File: config.mk
export PLATFORM = sky130hd
export DESIGN_NAME = regbank_wr_arb_flat
export DESIGN_NICKNAME = d
export VERILOG_FILES = /design/src/rtl/regbank_wr_arb_if.sv /design/src/rtl/regbank_wr_arb.sv /design/src/flat_wrapper.sv
export SDC_FILE = /design/constraint.sdc
export NUM_CORES = 1
export LEC_CHECK = 0
export ABC_AREA = 1
export CAP_MARGIN = 5
export CORE_MARGIN = 4
export CORE_UTILIZATION = 65
export DETAILED_ROUTE_END_ITERATION = 8
export DONT_BUFFER_PORTS = 1
export PLACE_DENSITY = 0.85
export SLEW_MARGIN = 25
export SYNTH_ARGS = -nofsm -noshare
export SYNTH_HDL_FRONTEND = slang
export SYNTH_SLANG_ARGS = --single-unit
File: constraint.sdc
create_clock -name clk -period 3.5 [get_ports clk]
set_input_delay 0 -clock clk [delete_from_list [all_inputs] [get_ports clk]]
set_output_delay 0 -clock clk [all_outputs]
set_load 0.005 [all_outputs]
File: src/rtl/regbank_wr_arb_if.sv
`default_nettype none
// ============================================================================
// Module      : regbank_wr_arb_if
// Description : Write-request and read-port bundle for regbank_wr_arb.
//               Packed per-requester vectors (requester i at [i*W +: W]).
// Revision    : 1.0 - initial release
// ============================================================================
interface regbank_wr_arb_if #(
  parameter int NREQ = 4,
  parameter int DW   = 32,
  parameter int AW   = 3
);
  logic [NREQ-1:0]    req_vld;
  logic [NREQ-1:0]    req_lock;
  logic [NREQ*AW-1:0] req_addr;
  logic [NREQ*DW-1:0] req_data;
  logic [NREQ-1:0]    req_rdy;
  logic [AW-1:0]      rd_addr;
  logic [DW-1:0]      rd_data;
  logic               locked;
  logic [NREQ-1:0]    owner;

  modport master (
    output req_vld, req_lock, req_addr, req_data, rd_addr,
    input  req_rdy, rd_data, locked, owner
  );

  modport slave (
    input  req_vld, req_lock, req_addr, req_data, rd_addr,
    output req_rdy, rd_data, locked, owner
  );
endinterface
`default_nettype wire

File: src/rtl/regbank_wr_arb.sv
`default_nettype none
// ============================================================================
// Module      : regbank_wr_arb
// Description : Round-robin write arbiter for a reset-to-zero register bank,
//               with an optional per-master lock for back-to-back beats and
//               one combinational read port.
//               Optional macro REGBANK_WR_ARB_BYPASS_EN forwards same-cycle
//               write data to rd_data when the addresses match.
// Revision    : 1.0 - initial release
// ============================================================================
module regbank_wr_arb #(
  parameter int NREQ = 4,
  parameter int DW   = 32,
  parameter int AW   = 3
) (
  input  logic             clk,
  input  logic             rst_n,
  regbank_wr_arb_if.slave  bus
);

  localparam int DEPTH = 2 ** AW;
  localparam int PW    = (NREQ > 1) ? $clog2(NREQ) : 1;

  localparam logic [0:0] ST_IDLE   = 1'b0;
  localparam logic [0:0] ST_LOCKED = 1'b1;

  logic [0:0]      r_state;
  logic [0:0]      w_state_nxt;
  logic [PW-1:0]   r_ptr;
  logic [NREQ-1:0] r_owner;

  logic [NREQ-1:0] w_grant;
  logic [PW-1:0]   w_gidx;
  logic            w_hs;
  logic            w_win_lock;
  logic [AW-1:0]   w_win_addr;
  logic [DW-1:0]   w_win_data;
  logic [PW-1:0]   w_ptr_nxt;
  logic [DW-1:0]   w_bank [DEPTH];

  // State register
  always_ff @(posedge clk or negedge rst_n) begin
    if (!rst_n) r_state <= ST_IDLE;
    else        r_state <= w_state_nxt;
  end

  // Next-state: enter LOCKED on a locking beat, leave on the owner's unlocking beat
  always_comb begin
    w_state_nxt = r_state;
    case (r_state)
      ST_IDLE:   if (w_hs && w_win_lock)  w_state_nxt = ST_LOCKED;
      ST_LOCKED: if (w_hs && !w_win_lock) w_state_nxt = ST_IDLE;
      default:   w_state_nxt = ST_IDLE;
    endcase
  end

  // Grant: round-robin scan from the pointer in IDLE, owner-only in LOCKED;
  // forced idle while reset is asserted
  always_comb begin
    int  sum;
    logic found;
    w_grant = '0;
    w_gidx  = '0;
    sum     = 0;
    found   = 1'b0;
    if (r_state == ST_IDLE) begin
      for (int k = 0; k < NREQ; k++) begin
        sum = int'(r_ptr) + k;
        if (sum >= NREQ) sum = sum - NREQ;
        if (!found && bus.req_vld[sum]) begin
          found        = 1'b1;
          w_grant[sum] = 1'b1;
          w_gidx       = PW'(sum);
        end
      end
    end else begin
      w_grant = r_owner & bus.req_vld;
      for (int k = 0; k < NREQ; k++) begin
        if (r_owner[k]) w_gidx = PW'(k);
      end
    end
    if (!rst_n) w_grant = '0;
  end

  assign w_hs       = |w_grant;
  assign w_win_lock = |(w_grant & bus.req_lock);
  assign w_win_addr = bus.req_addr[w_gidx*AW +: AW];
  assign w_win_data = bus.req_data[w_gidx*DW +: DW];
  assign w_ptr_nxt  = (w_gidx == PW'(NREQ - 1)) ? '0 : w_gidx + 1'b1;

  // Priority pointer moves past the winner on every beat; in LOCKED the
  // winner is always the owner, so unlocking leaves it at owner+1
  always_ff @(posedge clk or negedge rst_n) begin
    if (!rst_n)    r_ptr <= '0;
    else if (w_hs) r_ptr <= w_ptr_nxt;
  end

  // Lock owner captured on the locking beat, cleared on the unlocking beat
  always_ff @(posedge clk or negedge rst_n) begin
    if (!rst_n) begin
      r_owner <= '0;
    end else if (w_hs) begin
      if (r_state == ST_IDLE && w_win_lock)       r_owner <= w_grant;
      else if (r_state == ST_LOCKED && !w_win_lock) r_owner <= '0;
    end
  end

  for (genvar e = 0; e < DEPTH; e++) begin : g_entry
    logic [DW-1:0] r_q;
    // Load-enabled entry: only the address of the winning beat loads
    always_ff @(posedge clk or negedge rst_n) begin
      if (!rst_n)                             r_q <= '0;
      else if (w_hs && w_win_addr == AW'(e))  r_q <= w_win_data;
    end
    assign w_bank[e] = r_q;
  end

  assign bus.req_rdy = w_grant;
  assign bus.locked  = (r_state == ST_LOCKED);
  assign bus.owner   = r_owner;

`ifdef REGBANK_WR_ARB_BYPASS_EN
  assign bus.rd_data = (w_hs && w_win_addr == bus.rd_addr) ? w_win_data
                                                           : w_bank[bus.rd_addr];
`else
  assign bus.rd_data = w_bank[bus.rd_addr];
`endif

endmodule
`default_nettype wire

File: src/flat_wrapper.sv
// flat-port wrapper written by rule: the top's interface ports become plain ports
module regbank_wr_arb_flat 
#(
  parameter int NREQ = 4,
  parameter int DW   = 32,
  parameter int AW   = 3
)
  (clk, rst_n, bus_req_vld, bus_req_lock, bus_req_addr, bus_req_data, bus_rd_addr, bus_req_rdy, bus_rd_data, bus_locked, bus_owner);
  regbank_wr_arb_if #(.NREQ(NREQ), .DW(DW), .AW(AW)) bus_i ();
  input  logic clk;
  input  logic rst_n;
  input wire logic [$bits(bus_i.req_vld)-1:0] bus_req_vld;
  input wire logic [$bits(bus_i.req_lock)-1:0] bus_req_lock;
  input wire logic [$bits(bus_i.req_addr)-1:0] bus_req_addr;
  input wire logic [$bits(bus_i.req_data)-1:0] bus_req_data;
  input wire logic [$bits(bus_i.rd_addr)-1:0] bus_rd_addr;
  output wire logic [$bits(bus_i.req_rdy)-1:0] bus_req_rdy;
  output wire logic [$bits(bus_i.rd_data)-1:0] bus_rd_data;
  output wire logic [$bits(bus_i.locked)-1:0] bus_locked;
  output wire logic [$bits(bus_i.owner)-1:0] bus_owner;
  assign bus_i.req_vld = bus_req_vld;
  assign bus_i.req_lock = bus_req_lock;
  assign bus_i.req_addr = bus_req_addr;
  assign bus_i.req_data = bus_req_data;
  assign bus_i.rd_addr = bus_rd_addr;
  assign bus_req_rdy = bus_i.req_rdy;
  assign bus_rd_data = bus_i.rd_data;
  assign bus_locked = bus_i.locked;
  assign bus_owner = bus_i.owner;
  regbank_wr_arb #(.NREQ(NREQ), .DW(DW), .AW(AW)) u_core (.clk(clk), .rst_n(rst_n), .bus(bus_i));
endmodule
# [Word-level counts from Yosys, hierarchy flattened]
# Cells that the tools add are included.
[totals] ff_bits=263 inputBits=153
[classes] addsub=8 n_mul=1 order_cmp=13 eq_ne=8 n_shift=2 muxes=60 bitwise=7 n_reduce_logical=28
[ops] operator="32-bit two-way mux" n=10
[ops] operator="32-bit by 1-bit greater-or-equal comparator with 1-bit output, second input constant" n=4
[ops] operator="32-bit by 4-bit < comparator with 1-bit output, second input constant" n=4
[ops] operator="128-bit by 8-bit indexed part select with 32-bit output" n=1
[ops] operator="32-bit binary-select mux with 3-bit select" n=1
[ops] operator="32-bit by 4-bit greater-or-equal comparator with 1-bit output, second input constant" n=3
[ops] operator="32-bit by 4-bit subtractor with 32-bit output, second input constant" n=3
[ops] operator="4-bit two-way mux" n=11
[ops] operator="1-bit two-way mux" n=21
[ops] operator="1-bit logical AND" n=19
[ops] operator="2-bit two-way mux" n=8
[ops] operator="3-bit equality test, second input constant" n=4
[ops] operator="4-bit OR" n=3
[ops] operator="12-bit by 5-bit indexed part select with 3-bit output" n=1
[ops] operator="4-bit bitwise AND" n=2
[ops] operator="1-bit binary-select mux with 2-bit select" n=4
[ops] operator="1-bit demux with 2-bit select" n=4
[ops] operator="4-bit OR reduction" n=2
[ops] operator="2-bit by 2-bit adder with 3-bit output, second input constant" n=2
[ops] operator="3-bit by 2-bit equality test with 1-bit output, second input constant" n=2
[ops] operator="4-bit greater-or-equal comparator, second input constant" n=1
[ops] operator="1-bit zero test" n=4
[ops] operator="2-bit by 2-bit multiplier with 4-bit output, second input constant" n=1
[ops] operator="3-bit NOT with 4-bit output" n=1
[ops] operator="other kinds (11)" n=11

# [Depth between registers and ports, before layout]
# Gate-level depths: netlist of run 1.
[depth] ltp_word=27 ltp_mapped=20 mapped_depth_nobuf=20

# [Least setup slack after synthesis of run 1]
# Ideal clock, no wire load.
[synth_timing] path_type="register to register" startpoint="register u_core.r_ptr[0]" endpoint="register u_core.r_owner[3], in the netlist u_core.bus.owner[3]" setup_ps=83 arrival_time_ps=2560 setup_slack_ps=857 stages_incl_launch_ff=21 path_cell_list="dfrtp_1 -> inv_2 -> ha_1 -> inv_1 -> nand3_1 -> nand2_1 -> nor2_4 -> nand2_1 -> inv_2 -> nand2_1 -> nand4_1 -> nand2_1 -> inv_1 -> nand2_1 -> nand2_1 -> nor3_1 -> inv_1 -> ha_1 -> nor2_1 -> nand3_1 -> o21ai_0"
[synth_via] elab_chain_len=27
[synth_lines] item="start: declaration" line="regbank_wr_arb.sv:29" text="logic [PW-1:0] r_ptr;"
[synth_lines] item="start signal: assignment" line="regbank_wr_arb.sv:95" text="else if (w_hs) r_ptr <= w_ptr_nxt;"
[synth_lines] item="branches (longest 18 deep; another with 32-bit by 4-bit subtractor with 32-bit output)"
[synth_lines] item="4-bit two-way mux (*)" line="regbank_wr_arb.sv:70" text="if (!found && bus.req_vld[sum]) begin"
[synth_lines] item="4-bit two-way mux (*)" line="regbank_wr_arb.sv:66" text="if (r_state == ST_IDLE) begin"
[synth_lines] item="4-bit two-way mux (*)" line="regbank_wr_arb.sv:82" text="if (!rst_n) w_grant = '0;"
[synth_lines] item="named net bus_req_rdy[2]" line="flat_wrapper.sv:17" text="output wire logic [$bits(bus_i.req_rdy)-1:0] bus_req_rdy;"
[synth_lines] item="4-bit bitwise AND" line="regbank_wr_arb.sv:86" text="assign w_win_lock = |(w_grant & bus.req_lock);"
[synth_lines] item="4-bit OR reduction" line="regbank_wr_arb.sv:86"
[synth_lines] item="1-bit zero test" line="regbank_wr_arb.sv:104" text="else if (r_state == ST_LOCKED && !w_win_lock) r_owner <= '0;"
[synth_lines] item="1-bit logical AND" line="regbank_wr_arb.sv:104"
[synth_lines] item="2-bit nonzero test (no source line)"
[synth_lines] item="2-bit AND reduction (no source line)"
[synth_lines] item="end signal: assignment" line="regbank_wr_arb.sv:103" text="if (r_state == ST_IDLE && w_win_lock) r_owner <= w_grant;"
[synth_lines] item="end: declaration" line="regbank_wr_arb.sv:30" text="logic [NREQ-1:0] r_owner;"
# Mark *: on every way through the listed nets, which the timed path passes. The select of a mux whose other input is x is not followed.
# A chain may end at the register's enable or synchronous reset.

# [Final worst setup path of run 1]
[layout_timing] startpoint="register u_core.r_ptr[0]" endpoint="register u_core.g_entry[4].r_q[22]"
[layout_via] elab_chain_len=24
[layout_lines] item="branches (longest 24 deep; another with 32-bit by 4-bit subtractor with 32-bit output)"
[layout_lines] item="end signal: assignment" line="regbank_wr_arb.sv:113" text="else if (w_hs && w_win_addr == AW'(e)) r_q <= w_win_data;"
[layout_lines] item="end: declaration" line="regbank_wr_arb.sv:109" text="logic [DW-1:0] r_q;"
# Parallel ways; which one is timed is not known. The select of a mux whose other input is x is not followed.

==> impl_metrics.yaml, run 1 <==
worst_setup_path:
  arrival_ps: 3690
  path_class: "flop to flop"
  cp-end-kind: "flop"
  cp.required_ps: 3920
  cp-start-kind: "flop"
  worstPathMaxFanout: 18
synthesis:
  ys.warnings.count: 0
  synthTopCellsByCount: "nand2_1 (675), nand3_1 (291), dfrtp_1 (263), nor2_1 (229), o21ai_0 (138)"
  synth_top_area_share: 0.449
  synth_edf_count: 0
  synthArstFlopShare: 1.00
  yosysMostFrequentCell: "nand2_1"
  synth_seq_area_share: 0.449
  synth_area_leaders: "dfrtp_1 (45%), nand2_1 (17%), nand3_1 (9.9%)"
  avgSynthCellArea_um2: 7.22
  synth.cell_area_um2: 14600
  synthCells: 2028
  yosys.area.top_type: "dfrtp_1"
  synth_cell_type_count: 31
  syn_nets: 2186
  synth_ff_type: "dfrtp_1"
  ys_ff_latch: 263
sta:
  rsz0062_at_grt: "no"
  setup-violations-final: 0
  fmax_ghz: 0.306
  tightest_slew_ps: 1040
  fin_crit_sh: 0.935
  period_needed_ps: 3270
  whs_ps: -830
  slew_headroom: 0.297
  skew_ps: 8.29
  hold_violations: 271
  maxSlewViolCount: 0
  fin_setup_tns_ps: 0
run:
  drv_cap: 0
clocking:
  cts_buffers: 28
  clock-sinks: 263
  clk_latency_ps: 530
  clock_path_buffers: 3
  h-tree-depth: 1
  path_clk_slew_ps: 60
  cts_tree: "built"
  root_buffer: "clkbuf_16"
final_layout:
  multiInputGateArea_um2: 6860
  area_growth_pct: 8.84
  fin_nets: 2144
  regArea_um2: 6580
  final_layout_size_suffix_gt1_frac: 0.0608
  fill_cells: 1701
global_routing:
  grt_usage: 0.369
  grtUsageMet2: 0.580
  grt_pass1_wl_mm: 73.5
  top_usage_layer: "met2"
  grtUsageMet1: 0.506
  met3_usage: 0.0714
  antenna_found_initial: 5
  grt_pass1_vias: 13700
  grt-ovfl-total: 0
  grt_max_degree: 268
floorplanning:
  die_w_um: 158
  start_util: 0.665
  num_io_pins: 194
  core-area_um2: 22000
  die_h_um: 158
  rows: 54
  die_area_um2: 25000
route:
  vias_per_cell: 6.32
  drt_wl_total_mm: 46.7
  drcViolationCount: 0
  wl_per_cell_um: 20.4
  dr.pass1.iters: 6
  ant_nets: 0
  dr_total_vias: 14500
  drt_iter0_markers: 1972
placed_design:
  io_buffer_count: 0
  dpl.hpwl_mm: 27.9
  gp_congestion: 0.919
status:
  violations: "hold timing"
  status: "finished with violations"
worst_hold_path:
  holdCritPathClass: "input pin to async pin"
[registers in the layout, summed over array words and instances (netlist names), named ones only]
signal	cells
u_core.g_entry.r_q	256
u_core.r_ptr	2
u_core.bus.owner	4
[cell usage in the layout, fill, tap and decap left out, types with 6 or more instances in the layout]
master and n:
nand2_1 666, nand3_1 291, dfrtp_1 262, nor2_1 229
o21ai_0 138, inv_1 98, o211ai_1 64, dlygate4sd3_1 38
o22ai_1 33, a31oi_1 32, buf_4 30, clkbuf_16 29
nand2_2 19, nor2_4 8, clkbuf_8 8, clkbuf_1 8
buf_12 7, a21oi_1 6
[cell families after synthesis]
kind of cell	share of synthesized area
AO/OA/AOI/OAI	0.113
XOR/XNOR	0.000598
adder cells (fa/ha/maj)	0.00427
buffers and inverters	0.0867
flip-flops	0.449
AND/OR/NAND/NOR	0.347
[timing repair]
action,in CTS,in global routing
gates cloned,0,2
setup buffers,0,8
resized for setup,4,11
pin swaps,0,3
endpoints found under the setup margin,21,256
hold endpoints to repair,339,267
hold buffers,37,1
[worst max-delay path, cell delays in order, from the launching register on]
cell,delay [ps]
dfrtp_2,440
inv_2,100
ha_1,360
inv_1,90
nand3_1,90
nand2_1,90
nor2_4,120
nand2_1,100
o21ai_1,310
a21boi_4,170
nand3_1,150
nand2_1,90
nor2_4,250
buf_4,250
nand2_1,110
buf_4,250
nand2_1,100
nand2_1,60
[layout make-up]
class | count | area share
well taps | 280 | 0.0220
repair buffers | 79 | 0.0525
clock inverters | 5 | 0.00385
inverters | 105 | 0.0248
clock buffers | 44 | 0.0527
multi-input cells | 1509 | 0.430
flip-flops and latches | 263 | 0.413
diodes | 5 | 0.000785
[metal layers]
layer / vias up / wire, um
met5: - / 0
met4: 0 / 1970
met3: 143 / 5560
met2: 1043 / 21700
met1: 6763 / 17500
li1: 6524 / -
[worst paths after layout]
kind,from,cells after the start,slack (ps),endpoint
max,u_core.r_ptr[0],17,230,u_core.g_entry[4].r_q[22]
min,rst_n,0,-830,u_core.g_entry[0].r_q[27]
max reg2reg,u_core.r_ptr[0],17,230,u_core.g_entry[4].r_q[22]
min reg2reg,u_core.g_entry[3].r_q[18],2,470,u_core.g_entry[3].r_q[18]
max in group asynchronous,rst_n,0,3710,u_core.r_ptr[0]
min in group clk,bus_req_data[120],4,-40,u_core.g_entry[0].r_q[24]
[per-stage QoR]
step	cell area [um^2]	instances	utilization	setup slack, ps
global route	15900	2290	0.724	1.48
floorplan	14600	2028	-	857
global placement	14500	2188	0.658	71.0
detailed placement	14500	2188	0.658	1.66
finish	15900	2290	0.724	228
CTS	15800	2274	0.717	6.98
Power of run 1 is not shown: default switching activity piles up to over one toggle a cycle in this logic, so the estimate is an artifact.
==> run 2: changes to the inputs <==
Settings changed: ABC_CLOCK_PERIOD_IN_PS from default to 3500, CORE_UTILIZATION 65 to 25, PLACE_DENSITY 0.85 to default, PLACE_DENSITY_LB_ADDON from default to 0.2.
==> impl_metrics.yaml, run 2 (synthesis results as in run 1) <==
status:
  status: "finished with violations"
  violations: "hold timing"
final_layout:
  final_util: 0.289
  top_register: "u_core.g_entry.r_q"
  final_common_cell: "nand2_1"
  area_growth_pct: 14.2
  layout.cells.non_filler: 2791
  num_antenna_cells: 0
  fin_nets: 2160
  final_layout_size_suffix_gt1_frac: 0.0701
  layout_common_cells: "nand2_1 (673), nand3_1 (291), dfrtp_1 (263)"
  largest_register_ffs: 256
run:
  drv_cap: 0
floorplanning:
  start_util: 0.253
  core-area_um2: 57800
  die_w_um: 250
  num_io_pins: 194
  die_h_um: 250
  die_area_um2: 62500
  rows: 88
worst_hold_path:
  holdCritPathClass: "input pin to async pin"
global_routing:
  grtUsageMet2: 0.284
  grt_max_degree: 268
  grt_pass1_vias: 13300
  top_usage_layer: "met2"
  antenna_found_initial: 0
  met3_usage: 0.0268
  grtUsageMet1: 0.230
  grt_pass1_wl_mm: 83.5
  grt_usage: 0.169
  grt-ovfl-total: 0
worst_setup_path:
  critPathLaunch: "u_core.r_ptr[0]"
  path_class: "flop to flop"
  cp-end-kind: "flop"
  reg2reg_depth: 17
  cp-start-kind: "flop"
  reg2reg_slack_ps: 170
  worstPathMaxFanout: 8
  arrival_ps: 3790
  worstReg2RegStart: "u_core.r_ptr[0]"
  cp.required_ps: 3960
placed_design:
  io_buffer_count: 0
  dpl.hpwl_mm: 33.5
  dp_cells: 2695
  gp_congestion: 0.786
  dp_worst_setup_slack_ps: 166
clocking:
  clock_path_buffers: 3
  h-tree-depth: 1
  clk_latency_ps: 600
  cts_buffers: 31
  cts_tree: "built"
  path_clk_slew_ps: 60
  root_buffer: "clkbuf_16"
  clock-sinks: 263
  cts_hold_buffers: 39
sta:
  setup-violations-final: 0
  fin_crit_sh: 0.952
  slew_headroom: 0.408
  skew_ps: 13.7
  fmax_ghz: 0.300
  maxSlewViolCount: 0
  whs_ps: -863
  setup_ws_ps: 169
  hold_violations: 263
  period_needed_ps: 3330
  rsz0062_at_grt: "no"
  tightest_slew_ps: 888
  fin_setup_tns_ps: 0
route:
  wl_per_cell_um: 19.6
  dr_total_vias: 13600
  dr.pass1.iters: 5
  drt_iter0_markers: 1238
  vias_per_cell: 4.87
  drcViolationCount: 0
  drt_wl_total_mm: 54.8
  ant_nets: 0
[run 2: cell types whose count changed in the layout (fill, tap and decap cells not counted), moves of 4 or more]
cell / previous run / this run
diode_2: 5 / 0
nand2_2: 19 / 12
clkbuf_1: 8 / 4
nand2_1: 666 / 673
buf_4: 30 / 46
clkinv_2: 4 / 10
[run 2: metal layers]
metal  vias up  part of all wire  wire length, um
li1       6558                 -                -
met1      6594              0.45            24700
met2       393              0.48            26100
met3        61             0.053             2900
met4         0             0.020             1070
met5         -                 0                0
[run 2: final cells by class]
cell class | instances | area, um^2
flip-flops and latches | 263 | 6580
repair buffers | 93 | 875
clock buffers | 45 | 928
fillers | 6308 | 41100
inverters | 105 | 397
well taps | 765 | 957
clock inverters | 12 | 128
multi-input cells | 1508 | 6850
[run 2: worst max-delay path: stages (launching register included)]
cell and delay (ps):
dfrtp_1 380, inv_2 80, buf_4 150, nand2_1 80, nand2_1 90, nand2_2 70
nand2_4 130, nor2_1 110, a22oi_1 160, nand4_1 130, nand2_1 100, inv_1 90
nand2_1 70, nand2_1 60, dlygate4sd3_1 580, nor3_2 220, o21ai_0 130, dlygate4sd3_1 580
[run 2: worst min-delay path by stage]
stage	cells after the start	slack (ps)	to	start
2_1_floorplan	0	-300	async pin	rst_n
3_3_place_gp	0	-260	u_core.g_entry[1].r_q[13]	rst_n
3_5_place_dp	0	-260	u_core.g_entry[1].r_q[13]	rst_n
4_1_cts	0	-900	u_core.g_entry[3].r_q[13]	rst_n
5_1_grt	0	-880	u_core.g_entry[1].r_q[13]	rst_n
6_report	0	-860	u_core.g_entry[0].r_q[13]	rst_n
[run 2: stage by stage]
step / hold slack [ps] / cell area [um^2]
after detailed placement: -263 / 15200
after CTS: -899 / 16700
after global placement: -263 / 15200
final: -863 / 16700
after floorplan: -296 / 14600
after global routing: -884 / 16700
[run 2: timing repair]
action	CTS	global route
endpoints found under the setup margin	0	203
resized for setup	0	12
buffers inserted	0	0
endpoints found under the hold margin	322	263
Power of run 2 is left out for the same reason.
==> run 3: changes to the inputs <==
Settings changed: MAX_ROUTING_LAYER from default to met4.
==> impl_metrics.yaml, run 3 (synthesis results as in run 1) <==
status:
  status: "finished with violations"
  violations: "hold timing"
final_layout:
  num_antenna_cells: 0
  fin_nets: 2160
  stdcell_area_um2: 16700
  layout_common_cells: "nand2_1 (673), nand3_1 (291), dfrtp_1 (263)"
  largest_register_ffs: 256
  final_common_cell: "nand2_1"
  final_layout_size_suffix_gt1_frac: 0.0701
  area_growth_pct: 14.2
  final_util: 0.289
  top_register: "u_core.g_entry.r_q"
  fill_cells: 6308
global_routing:
  grt-ovfl-total: 0
  grt_max_degree: 268
  grt_usage: 0.174
  grt_pass1_vias: 13300
  antenna_found_initial: 0
  grt_pass1_wl_mm: 83.6
worst_setup_path:
  path_class: "flop to flop"
  arrival_ps: 3800
  cp-end-kind: "flop"
  cp.depth: 18
  worstReg2RegStart: "u_core.r_ptr[1]"
  critPathTopFamily: "buffers and inverters"
  cp-start-kind: "flop"
  cp_slowest_stage_delay_ps: 580
  reg2reg_depth: 18
  critPathLaunch: "u_core.r_ptr[1]"
  crit_chain: "inv_1 > ha_4 > inv_1 > nand3_1 > nand2_2 > nor2_4 > nand2_2 > inv_2 > nand2_1 > nand4_1 > nand3_1 > inv_1 > nand2_1 > nand2_1 > dlygate4sd3_1 > nor3_2 > o21ai_0 > dlygate4sd3_1"
  cp_slowest_cell: "dlygate4sd3_1"
  worstPathMaxFanout: 5
  reg2reg_slack_ps: 170
  cp.required_ps: 3970
  crit_buf_inv: 6
placed_design:
  io_buffer_count: 0
  dpl.hpwl_mm: 33.5
  gp_congestion: 0.798
  placed_area_um2: 15200
sta:
  tightest_slew_ps: 1290
  whs_ps: -865
  maxSlewViolCount: 0
  period_needed_ps: 3330
  slew_headroom: 0.141
  rsz0062_at_grt: "no"
  setup-violations-final: 0
  fin_setup_tns_ps: 0
  fin_crit_sh: 0.951
  skew_ps: 10.1
  hold_violations: 265
  fmax_ghz: 0.300
floorplanning:
  num_io_pins: 194
  core-area_um2: 57800
  die_area_um2: 62500
  die_h_um: 250
  rows: 88
  start_util: 0.253
  die_w_um: 250
clocking:
  cts_hold_buffers: 39
  clock_path_buffers: 3
  path_clk_slew_ps: 60
  h-tree-depth: 1
  clock-sinks: 263
  post_cts_buffers: 0
  cts_buffers: 31
  cts_tree: "built"
  clk_latency_ps: 600
  root_buffer: "clkbuf_16"
worst_hold_path:
  holdCritPathClass: "input pin to async pin"
route:
  ant_nets: 0
  drcViolationCount: 0
  drt_wl_total_mm: 54.7
  dr.pass1.iters: 5
  vias_per_cell: 4.88
  drt_iter0_markers: 1197
  dr_total_vias: 13600
  wl_per_cell_um: 19.6
run:
  drv_cap: 0
[run 3: metrics by stage]
step | instances | worst slack (ps)
detailed placement | 2695 | 166
floorplan | 2028 | 857
finish | 2791 | 172
CTS | 2791 | 20.8
global route | 2791 | 14.5
global placement | 2695 | 214
[run 3: layout make-up]
type	count	area, um^2	area share
multi-input combinational	1508	6850	0.410
sequential	263	6580	0.394
tap	765	957	0.0573
clock buffer	45	928	0.0555
timing repair buffer	93	875	0.0523
inverter	105	397	0.0237
clock inverter	12	128	0.00763
[run 3: repair_timing]
action                     in CTS  in global routing
setup endpoints to repair       0                204
gates resized for setup         0                 12
hold endpoints to repair      322                263
[run 3: worst min path at each step]
stage | from | end | cells past startpoint
floorplan | rst_n | async pin | 0
global placement | rst_n | u_core.g_entry[1].r_q[13] | 0
detailed placement | rst_n | u_core.g_entry[1].r_q[13] | 0
CTS | rst_n | u_core.g_entry[3].r_q[13] | 0
global route | rst_n | u_core.g_entry[1].r_q[13] | 0
finish | rst_n | u_core.g_entry[0].r_q[13] | 0
[run 3: layer usage]
| metal | part of all wire | up-vias | routed length [um] | GRT usage |
|---|---|---|---|---|
| li1 | - | 6558 | - | - |
| met1 | 0.45 | 6576 | 24600 | 0.231 |
| met2 | 0.48 | 415 | 26100 | 0.284 |
| met3 | 0.054 | 61 | 2950 | 0.0247 |
| met4 | 0.019 | 0 | 1070 | 0.0365 |
| met5 | 0 | - | 0 | - |
[run 3: worst reg2reg max path, stage by stage (launching register included)]
cell           delay [ps]
dfrtp_1               370
inv_1                 120
ha_4                  230
inv_1                  90
nand3_1                90
nand2_2               100
nor2_4                 50
nand2_2                90
inv_2                  60
nand2_1                50
nand4_1                90
nand3_1               110
inv_1                 130
nand2_1                70
nand2_1                50
dlygate4sd3_1         580
nor3_2                220
o21ai_0               130
dlygate4sd3_1         580
Power of run 3 is left out for the same reason.
